<file path="config.mk">
export PLATFORM = sky130hd
export DESIGN_NAME = data_collector_core
export DESIGN_NICKNAME = d
export VERILOG_FILES = /design/src/rtl/data_collector_pkg.sv /design/src/rtl/collector_channel.sv /design/src/rtl/data_collector_core.sv
export SDC_FILE = /design/constraint.sdc
export NUM_CORES = 1
export LEC_CHECK = 0
export BUFFER_PORTS_ARGS = -buffer_cell sky130_fd_sc_hd__buf_2
export CAP_MARGIN = 5
export CELL_PAD_IN_SITES_DETAIL_PLACEMENT = 1
export CELL_PAD_IN_SITES_GLOBAL_PLACEMENT = 1
export CORE_UTILIZATION = 50
export DETAILED_ROUTE_END_ITERATION = 12
export PLACE_DENSITY = 0.81
export SYNTH_ARGS = -nofsm -noshare
export SYNTH_HDL_FRONTEND = slang
export SYNTH_HIERARCHICAL = 1
export SYNTH_SLANG_ARGS = --single-unit
</file>
<file path="constraint.sdc">
create_clock -name clk -period 4.1 [get_ports clk]
set_clock_uncertainty 0.05 [all_clocks]
set_input_delay 0.615 -clock clk [delete_from_list [all_inputs] [get_ports clk]]
set_output_delay 0.615 -clock clk [all_outputs]
set_load 0.02 [all_outputs]
</file>
<file path="src/rtl/data_collector_pkg.sv">
`default_nettype none
// ============================================================================
// Module      : data_collector_pkg
// Description : Shared types, default constants and helpers for the
//               multi-channel data collector.
//               - entry_width(): width of one stored {timestamp, data} entry
//               - chan_state_t : per-channel arm state
// Revision    : 1.0 - initial release
// ============================================================================
package data_collector_pkg;

  localparam int C_NB_DATA_COLLECTOR         = 1;
  localparam int C_DATA_COLLECTOR_DATA_WIDTH = 19;
  localparam int C_DEFAULT_DEPTH             = 16;
  localparam int C_DEFAULT_TS_WIDTH          = 32;

  typedef enum logic [0:0] {
    ST_IDLE  = 1'b0,
    ST_ARMED = 1'b1
  } chan_state_t;

  // One FIFO entry is {timestamp, data}.
  function automatic int entry_width(input int ts_width, input int data_width);
    return ts_width + data_width;
  endfunction

endpackage
`default_nettype wire

</file>
<file path="src/rtl/collector_channel.sv">
`default_nettype none
// ============================================================================
// Module      : collector_channel
// Description : One collector channel: arm/disarm FSM, change detector and a
//               FIFO of {timestamp, data} entries with registered head output.
// Ports       : clk, rst     - clock, synchronous active-high reset
//               ts           - shared free-running timestamp
//               data         - watched vector
//               start / stop - arm / disarm pulses (stop wins when both high)
//               rd_en        - pop request (ignored while empty)
//               rd_data      - head entry {timestamp, data}, valid while !empty
//               empty / full - FIFO status
//               overflow     - sticky drop flag, cleared by rst or start
//               active       - channel armed
// Revision    : 1.0 - initial release
// ============================================================================
module collector_channel
  import data_collector_pkg::*;
#(
  parameter int G_DATA_WIDTH = C_DATA_COLLECTOR_DATA_WIDTH,
  parameter int G_DEPTH      = C_DEFAULT_DEPTH,
  parameter int G_TS_WIDTH   = C_DEFAULT_TS_WIDTH
) (
  input  logic                                            clk,
  input  logic                                            rst,
  input  logic [G_TS_WIDTH-1:0]                           ts,
  input  logic [G_DATA_WIDTH-1:0]                         data,
  input  logic                                            start,
  input  logic                                            stop,
  input  logic                                            rd_en,
  output logic [entry_width(G_TS_WIDTH, G_DATA_WIDTH)-1:0] rd_data,
  output logic                                            empty,
  output logic                                            full,
  output logic                                            overflow,
  output logic                                            active
);

  localparam int ENTRY_W = entry_width(G_TS_WIDTH, G_DATA_WIDTH);
  localparam int PTR_W   = $clog2(G_DEPTH);
  localparam int CNT_W   = PTR_W + 1;
  localparam logic [CNT_W-1:0] DEPTH_CNT = CNT_W'(G_DEPTH);

  chan_state_t               state;
  logic                      first_sample;
  logic [G_DATA_WIDTH-1:0]   last_data;
  logic                      ovf;

  logic [ENTRY_W-1:0]        mem [G_DEPTH];
  logic [PTR_W-1:0]          wr_ptr;
  logic [PTR_W-1:0]          rd_ptr;
  logic [CNT_W-1:0]          count;
  logic [ENTRY_W-1:0]        head;

  logic                      is_empty;
  logic                      is_full;
  logic                      capture;
  logic                      pop;
  logic                      push;
  logic                      drop;
  logic [ENTRY_W-1:0]        wr_entry;
  logic [PTR_W-1:0]          rd_ptr_inc;

  always_comb begin
    is_empty   = (count == '0);
    is_full    = (count == DEPTH_CNT);
    // Nothing is sampled in the cycle that disarms the channel.
    capture    = (state == ST_ARMED) && !stop &&
                 (first_sample || (data != last_data));
    pop        = rd_en && !is_empty;
    // A pop in the same cycle frees the slot, so a full FIFO still accepts.
    push       = capture && (!is_full || pop);
    drop       = capture && is_full && !pop;
    wr_entry   = {ts, data};
    rd_ptr_inc = rd_ptr + PTR_W'(1);
  end

  // Arm FSM, change-detect reference and sticky overflow.
  always_ff @(posedge clk) begin
    if (rst) begin
      state        <= ST_IDLE;
      active       <= 1'b0;
      first_sample <= 1'b0;
      last_data    <= '0;
      ovf          <= 1'b0;
    end else begin
      first_sample <= 1'b0;
      case (state)
        ST_IDLE: begin
          if (start && !stop) begin
            state        <= ST_ARMED;
            active       <= 1'b1;
            first_sample <= 1'b1;
          end
        end
        ST_ARMED: begin
          if (stop) begin
            state  <= ST_IDLE;
            active <= 1'b0;
          end
        end
        default: begin
          state  <= ST_IDLE;
          active <= 1'b0;
        end
      endcase

      // Reference follows every sample, including dropped ones, so a
      // dropped value is not retried on the next cycle.
      if (capture) begin
        last_data <= data;
      end

      if (drop) begin
        ovf <= 1'b1;
      end else if (start) begin
        ovf <= 1'b0;
      end
    end
  end

  // Storage array carries no reset; pointers and count define validity.
  always_ff @(posedge clk) begin
    if (push) begin
      mem[wr_ptr] <= wr_entry;
    end
  end

  // Pointers, occupancy and registered head entry.
  always_ff @(posedge clk) begin
    if (rst) begin
      wr_ptr <= '0;
      rd_ptr <= '0;
      count  <= '0;
      head   <= '0;
    end else begin
      if (push) begin
        wr_ptr <= wr_ptr + PTR_W'(1);
      end
      if (pop) begin
        rd_ptr <= rd_ptr_inc;
      end

      if (push && !pop) begin
        count <= count + CNT_W'(1);
      end else if (pop && !push) begin
        count <= count - CNT_W'(1);
      end

      // Head tracks the entry that will sit at rd_ptr after this edge.
      // With two or more entries the successor is already in mem and is
      // never the slot being written this cycle.
      if (pop) begin
        if (count > CNT_W'(1)) begin
          head <= mem[rd_ptr_inc];
        end else if (push) begin
          head <= wr_entry;
        end
      end else if (is_empty && push) begin
        head <= wr_entry;
      end
    end
  end

  assign rd_data  = head;
  assign empty    = is_empty;
  assign full     = is_full;
  assign overflow = ovf;

endmodule
`default_nettype wire

</file>
<file path="src/rtl/data_collector_core.sv">
`default_nettype none
// ============================================================================
// Module      : data_collector_core
// Description : Multi-channel value-change collector. Each channel records
//               every change of its data vector with a shared cycle
//               timestamp into its own FIFO, drained through a read port.
// Ports       : clk, rst    - clock, synchronous active-high reset
//               i_data      - channel k at [k*G_DATA_WIDTH +: G_DATA_WIDTH]
//               i_start     - per-channel arm pulse
//               i_stop      - per-channel disarm pulse
//               i_rd_en     - per-channel pop request
//               o_rd_data   - per-channel head {timestamp, data}
//               o_empty     - per-channel FIFO empty
//               o_full      - per-channel FIFO full
//               o_overflow  - per-channel sticky drop flag
//               o_active    - per-channel armed
// Revision    : 1.0 - initial release
// ============================================================================
module data_collector_core
  import data_collector_pkg::*;
#(
  parameter int G_NB_COLLECTOR = C_NB_DATA_COLLECTOR,
  parameter int G_DATA_WIDTH   = C_DATA_COLLECTOR_DATA_WIDTH,
  parameter int G_DEPTH        = C_DEFAULT_DEPTH,
  parameter int G_TS_WIDTH     = C_DEFAULT_TS_WIDTH
) (
  input  logic                                                           clk,
  input  logic                                                           rst,
  input  logic [G_NB_COLLECTOR*G_DATA_WIDTH-1:0]                         i_data,
  input  logic [G_NB_COLLECTOR-1:0]                                      i_start,
  input  logic [G_NB_COLLECTOR-1:0]                                      i_stop,
  input  logic [G_NB_COLLECTOR-1:0]                                      i_rd_en,
  output logic [G_NB_COLLECTOR*entry_width(G_TS_WIDTH, G_DATA_WIDTH)-1:0] o_rd_data,
  output logic [G_NB_COLLECTOR-1:0]                                      o_empty,
  output logic [G_NB_COLLECTOR-1:0]                                      o_full,
  output logic [G_NB_COLLECTOR-1:0]                                      o_overflow,
  output logic [G_NB_COLLECTOR-1:0]                                      o_active
);

  localparam int ENTRY_W = entry_width(G_TS_WIDTH, G_DATA_WIDTH);

  logic [G_TS_WIDTH-1:0] timestamp;

  // Shared free-running cycle counter; wraps naturally.
  always_ff @(posedge clk) begin
    if (rst) begin
      timestamp <= '0;
    end else begin
      timestamp <= timestamp + G_TS_WIDTH'(1);
    end
  end

  for (genvar k = 0; k < G_NB_COLLECTOR; k++) begin : g_chan
    collector_channel #(
      .G_DATA_WIDTH (G_DATA_WIDTH),
      .G_DEPTH      (G_DEPTH),
      .G_TS_WIDTH   (G_TS_WIDTH)
    ) u_channel (
      .clk      (clk),
      .rst      (rst),
      .ts       (timestamp),
      .data     (i_data[k*G_DATA_WIDTH +: G_DATA_WIDTH]),
      .start    (i_start[k]),
      .stop     (i_stop[k]),
      .rd_en    (i_rd_en[k]),
      .rd_data  (o_rd_data[k*ENTRY_W +: ENTRY_W]),
      .empty    (o_empty[k]),
      .full     (o_full[k]),
      .overflow (o_overflow[k]),
      .active   (o_active[k])
    );
  end

endmodule
`default_nettype wire

</file>
==> flow_metrics.tcl, run 1 <==
set metrics [dict create \
    outcome "finished, final reports clean" \
    wl_per_cell_um 30.44 \
    dieArea_um2 74640 \
    worstSetupPathType "register to register" \
    min_period_over_period 0.8231 \
    final_cell_count_no_fill 3247 \
    vdd.ir_drop.worst_v 0.0004779 \
    area_growth_pct 13.87 \
    num_rows 99 \
    cts_resized 0 \
    grt_use_total 0.2689 \
    cp_cell_sequence "xor2_1, nor4_1, and3_1, a211oi_2, buf_4, and3_4, buf_12" \
    antenna_found_initial 0 \
    yosysSeqAreaShare 0.7311 \
    dr.pass1.iters 7 \
    path_delay_family "simple AND/OR/NAND/NOR gates" \
    cp_slowest_cell "and3_4" \
    hold_buffers 0 \
    place_hpwl_mm 57.96 \
    cp.arrival_ns 3.67 \
    fin_nets 2242 \
    path_buf_inv 2 \
    h-tree-depth 3 \
    hold_ws_ns 0.1531 \
    pwr_density_cell_nw_per_um2 605.9 \
    num_vias 20590 \
    critPathMaxStageDelay_ns 0.64 \
    startpoint_type "register" \
    io_pins 79 \
    cts_setup_buffers 0 \
    synthesis.area_um2 36770 \
    vias_per_cell 6.340 \
    p_leak_nw 13.58 \
    synth_seq_cells 935 \
    synthCells 2066 \
    clk_latency_ns 0.67 \
    hold_path_class "primary input to register" \
    fp.dieH_um 273.2 \
    design_area_um2 41870 \
    setup_tns_ns 0 \
    grt_max_degree 103 \
    synth_top_cell_by_area "edfxtp_1" \
    core_region_area_um2 72830 \
    synth_top_area_frac 0.6663 \
    hold_violations 0 \
    gr-total-overflow 0 \
    start_util 0.5049 \
    max-slew-margin-rel 0.2989 \
    synth_commonest_cells "816 x edfxtp_1, 266 x nand2_1, 204 x mux4_2" \
    clock_sinks 935 \
    yosys_most_used_dff "edfxtp_1" \
    n_antenna_cell 0 \
    clockBufferDepth 3 \
    placed_cells 3071 \
    yosysMostFrequentCell "edfxtp_1" \
    async_flop_share 0 \
    first_iter_violations 2362 \
    mappedNetlistNets 2100 \
    setup_viol 0 \
    synth-edff-count 816 \
    gp_routability_congestion 0.7851 \
    die_width_um 273.2 \
    path_clk_slew_ns 0.06 \
    synth_area_per_cell_um2 17.80 \
    drc 0 \
    drive_gt1_frac 0.2649 \
    end_kind "register" \
    place_area_um2 38770 \
    grt_pass1_wl_mm 146.5 \
    clock.fmax_mhz 296.3 \
    maxCapViolCount 0 \
    post-route-min-period_ns 3.375 \
    cts_buffers 94 \
    grt_pass1_vias 22000 \
    synth_warnings 6 \
    ant_nets 0 \
    worst_pin_slew_ns 1.050 \
    r2r_slack_ns 0.73 \
    root_buffer "clkbuf_16" \
    synthTopCellsByArea "edfxtp_1 67%, mux4_2 12%, dfxtp_1 6.5%" \
    cts_tree "yes" \
    drt-total-wl_mm 98.83 \
    crit_fanout 29 \
    placement.io_buffers 78 \
    required_ns 4.39 \
    finalMaxSlewViolations 0 \
    grt_setup_unrepaired "false" \
    ys_types 56 \
]
-- power by group --
group          internal [mW]  switching (mW)  leakage (nW)
combinational           2.34            3.68          3.59
clock                   4.99            3.69          1.52
sequential              10.5           0.205          8.47
-- sequential cells by signal, summed over array words and instances, names as in the netlist --
register,cells
g_chan.u_channel/count,5
timestamp,32
g_chan.u_channel/mem,816
g_chan.u_channel/rd_ptr,4
g_chan.u_channel/last_data,19
g_chan.u_channel/wr_ptr,4
g_chan.u_channel/first_sample,1
g_chan.u_channel/rd_data,51
g_chan.u_channel/overflow,1
g_chan.u_channel/state,1
g_chan.u_channel/active,1
-- per-stage QoR --
step	power [mW]	setup slack (ns)	util
6_report	25.37	0.7251	0.5749
5_1_grt	26.16	0.6957	0.5749
4_1_cts	25.50	0.7217	0.5749
3_5_place_dp	16.83	0.3955	0.5323
3_3_place_gp	16.61	0.4812	0.5323
2_1_floorplan	15.11	0.7627	-
-- worst paths after layout --
check | start | to | cells after the start
worst max-delay path | g_chan[0].u_channel/last_data[16] | g_chan[0].u_channel/mem[2][6] | 7
worst min-delay path | i_stop | g_chan[0].u_channel/state | 2
worst max register to register | g_chan[0].u_channel/last_data[16] | g_chan[0].u_channel/mem[2][6] | 7
worst min register to register | g_chan[0].u_channel/overflow | g_chan[0].u_channel/overflow | 2
-- logic make-up (layout without fill, tap and decap cells) --
family / after synthesis / count (layout) / share of synthesized area
AO/OA/AOI/OAI: 280 / 280 / 0.05440
XOR/XNOR: 37 / 37 / 0.008812
adder cells (fa/ha/maj): 10 / 10 / 0.003402
buffers and inverters: 135 / 357 / 0.01967
flip-flops: 935 / 935 / 0.7311
multiplexers: 213 / 213 / 0.1276
AND/OR/NAND/NOR: 456 / 456 / 0.05502
-- layout by cell type, fill, tap and decap left out, types with 30 or more instances in the layout --
cell type,synthesis,routed
clkbuf_16,0,96
buf_4,8,71
dfxtp_1,119,118
a21oi_1,146,146
a2111oi_2,50,50
o21ai_0,55,55
mux4_2,204,204
edfxtp_1,816,816
nor2_1,84,84
clkbuf_1,46,30
nand2_1,266,265
buf_2,35,77
-- layer usage --
metal	wire length, um	global-route usage	part of all wire	vias to the layer above
li1	-	-	-	8463
met1	38280	0.3596	0.39	10900
met2	50230	0.4566	0.51	1027
met3	7405	0.03596	0.075	194
met4	2923	0.09071	0.030	0
met5	0	0	0	-
-- layout make-up --
type	count	area (um2)
fill	6509	30960
timing repair buffer	169	1339
clock inverter	42	475.5
clock buffer	134	2625
multi-input combinational	996	9300
inverter	12	45.04
tap	959	1200
sequential	935	26890
-- worst register-to-register path, delay by kind of cell (launching register included) --
kind,cells,cell delay [ns]
AND/OR/NAND/NOR,3,1.19
buffers and inverters,2,0.61
XOR/XNOR,1,0.53
flip-flops,1,0.37
AO/OA/AOI/OAI,1,0.28
No activity file was read; power rests on OpenSTA's default activity.
==> run 2, diff against run 1 <==
--- a/config.mk
+++ b/config.mk
@@ -5,13 +5,14 @@
 export SDC_FILE = /design/constraint.sdc
 export NUM_CORES = 1
 export LEC_CHECK = 0
+export ABC_AREA = 1
 export BUFFER_PORTS_ARGS = -buffer_cell sky130_fd_sc_hd__buf_2
 export CAP_MARGIN = 5
 export CELL_PAD_IN_SITES_DETAIL_PLACEMENT = 1
 export CELL_PAD_IN_SITES_GLOBAL_PLACEMENT = 1
-export CORE_UTILIZATION = 50
+export CORE_UTILIZATION = 45
 export DETAILED_ROUTE_END_ITERATION = 12
-export PLACE_DENSITY = 0.81
+export PLACE_DENSITY = 0.82
 export SYNTH_ARGS = -nofsm -noshare
 export SYNTH_HDL_FRONTEND = slang
 export SYNTH_HIERARCHICAL = 1
==> constraint.sdc (replaced) <==
create_clock -name clk -period 3 [get_ports clk]
set_clock_uncertainty 0.05 [all_clocks]
set_input_delay 0.45 -clock clk [delete_from_list [all_inputs] [get_ports clk]]
set_output_delay 0.45 -clock clk [all_outputs]
set_load 0.02 [all_outputs]
==> flow_metrics.tcl, run 2 <==
set metrics [dict create \
    grt_pass1_vias 29960 \
    synth-edff-count 816 \
    gr-total-overflow 0 \
    min_from "i_data[1]" \
    dr.pass1.iters 5 \
    fin_ws_ns 0.1337 \
    largest_reg_flops 816 \
    worstSetupPathType "register to register" \
    cts_resized 0 \
    hold_violations 0 \
    setup_viol 0 \
    synth_seq_cells 935 \
    max_flop_register "g_chan.u_channel/mem" \
    cts_tree "yes" \
    path_delay_family "simple AND/OR/NAND/NOR gates" \
    synthCells 3617 \
    yosysMostFrequentCell "nor2_1" \
    layout.cells.most_common "edfxtp_1" \
    worst_pin_slew_ns 1.047 \
    grt_setup_unrepaired "false" \
    end_kind "register" \
    async_flop_share 0 \
    p_leak_nw 15.55 \
    r2r-end "g_chan[0].u_channel/rd_data[47]" \
    mappedNetlistNets 3651 \
    hold_depth 1 \
    grt_pass1_wl_mm 178.8 \
    io_pins 79 \
    synth_top_cell_by_area "edfxtp_1" \
    h-tree-depth 3 \
    drt-total-wl_mm 118.9 \
    hold_ws_ns 0.05410 \
    seq_area_um2 26890 \
    crit_fanout 12 \
    multi_input_area_um2 10620 \
    synth_warnings 6 \
    clockBufferDepth 3 \
    clock_sinks 935 \
    mostFrequentLayoutCells "816 x edfxtp_1, 810 x nor2_1, 738 x nand2_1" \
    required_ns 3.51 \
    synth_area_per_cell_um2 10.66 \
    first_iter_violations 2493 \
    synth_commonest_cells "827 x nor2_1, 816 x edfxtp_1, 738 x nand2_1" \
    gp_routability_congestion 0.8464 \
    synth_top_area_frac 0.6355 \
    max-slew-margin-rel 0.3022 \
    final_cell_count_no_fill 4972 \
    grt_max_degree 179 \
    yosys_most_used_dff "edfxtp_1" \
    area_growth_pct 16.14 \
    drive_gt1_frac 0.1128 \
    ant_nets 0 \
    outcome "finished, final reports clean" \
    r2r_start "g_chan[0].u_channel/rd_ptr[0]" \
    vdd.ir_drop.worst_v 0.0008808 \
    dp_worst_setup_slack_ns 0.2017 \
    synthesis.area_um2 38560 \
    fp.dieH_um 294.7 \
    wl_per_cell_um 23.92 \
    path_buf_inv 1 \
    antenna_found_initial 2 \
    placement.io_buffers 78 \
    start_util 0.4578 \
    placed_cells 4785 \
    startpoint_type "register" \
    grt_use_total 0.2727 \
    min_period_over_period 0.9554 \
    reg2regPathDepth 13 \
    cp_cell_sequence "ha_4, buf_4, nor2_1, o21ai_0, o21ai_0, nand2_1, nand2_1, nand2_1, nand2_1, a21boi_1, nand2_1, nand2_1, nor2_1" \
    path_clk_slew_ns 0.06 \
    critPathMaxStageDelay_ns 0.55 \
    num_rows 106 \
    fin_nets 3790 \
    clock.fmax_mhz 348.9 \
    fill_cells 8949 \
    maxCapViolCount 0 \
    die_width_um 294.7 \
    num_vias 28320 \
    clk_latency_ns 0.67 \
    min_to "g_chan[0].u_channel/mem[9][1]" \
    ys_types 41 \
    cp.arrival_ns 3.37 \
    dieArea_um2 86850 \
    cts_buffers 99 \
    post-route-min-period_ns 2.866 \
    cp_slowest_cell "ha_4" \
    drc 0 \
    crit_top_cell "nand2_1" \
    synthTopCellsByArea "edfxtp_1 64%, nor2_1 8.1%, nand2_1 7.2%" \
    pwr_density_cell_nw_per_um2 936.3 \
    root_buffer "clkbuf_16" \
    vias_per_cell 5.696 \
    hold_path_class "primary input to register" \
    finalMaxSlewViolations 0 \
    yosysSeqAreaShare 0.6973 \
    setup_tns_ns 0 \
    crit_cells 13 \
    place_hpwl_mm 71.30 \
    finalPower_mw 41.93 \
    core_region_area_um2 84220 \
    r2r_slack_ns 0.13 \
]
[run 2: final cells by class]
cell class	count	share of cell area
Clock buffer	127	0.06002
Sequential cell	935	0.6005
Timing Repair Buffer	243	0.05200
Inverter	70	0.006119
Tap cell	1134	0.03168
Antenna cell	1	0.00005588
Clock inverter	55	0.01243
Multi-Input combinational cell	2407	0.2372
[run 2: repair_timing]
| action | CTS | global route |
|---|---|---|
| endpoints found under the hold margin | 4 | 0 |
| setup buffers | 0 | 1 |
| hold buffers | 3 | 0 |
| setup endpoints to repair | 0 | 1 |
[run 2: routing by layer]
layer	share of wire	up-vias	track usage
li1	-	12630	-
met1	0.40	14330	0.3422
met2	0.51	1093	0.4777
met3	0.061	269	0.03363
met4	0.036	2	0.1086
met5	0.000093	-	0
[run 2: worst max path at each step]
stage,from,endpoint,slack (ns)
detailed placement,i_data[1],g_chan[0].u_channel/mem[3][5],0.20
global route,g_chan[0].u_channel/rd_ptr[0],g_chan[0].u_channel/rd_data[13],0.05
finish,g_chan[0].u_channel/rd_ptr[0],g_chan[0].u_channel/rd_data[47],0.13
global placement,i_data[1],g_chan[0].u_channel/mem[3][9],0.28
CTS,g_chan[0].u_channel/rd_ptr[0],g_chan[0].u_channel/rd_data[47],0.13
floorplan,g_chan[0].u_channel/count[0],g_chan[0].u_channel/mem[0][0],-0.20
[run 2: cells by family (layout without fill, tap and decap cells)]
group	count (synthesis)	in the layout	share of synthesized area
AOI/OAI and AO/OA	753	753	0.1006
xor gates and xnor gates	15	15	0.003602
adders and majority gates	10	10	0.003245
buffers and inverters	275	495	0.03158
DFF	935	935	0.6973
other	0	1	0
and+or+nand+nor	1629	1629	0.1636
[run 2: power breakdown]
group / switching [mW] / internal [mW]
logic: 10.4 / 4.45
clock network: 5.17 / 7.18
registers: 0.308 / 14.4
total: 15.8 / 26.1
[run 2: stage by stage]
stage / area, um2 / utilization
floorplan: 38600 / -
detailed placement: 41490 / 0.4927
global placement: 41490 / 0.4927
CTS: 44770 / 0.5316
global route: 44780 / 0.5317
finish: 44780 / 0.5317
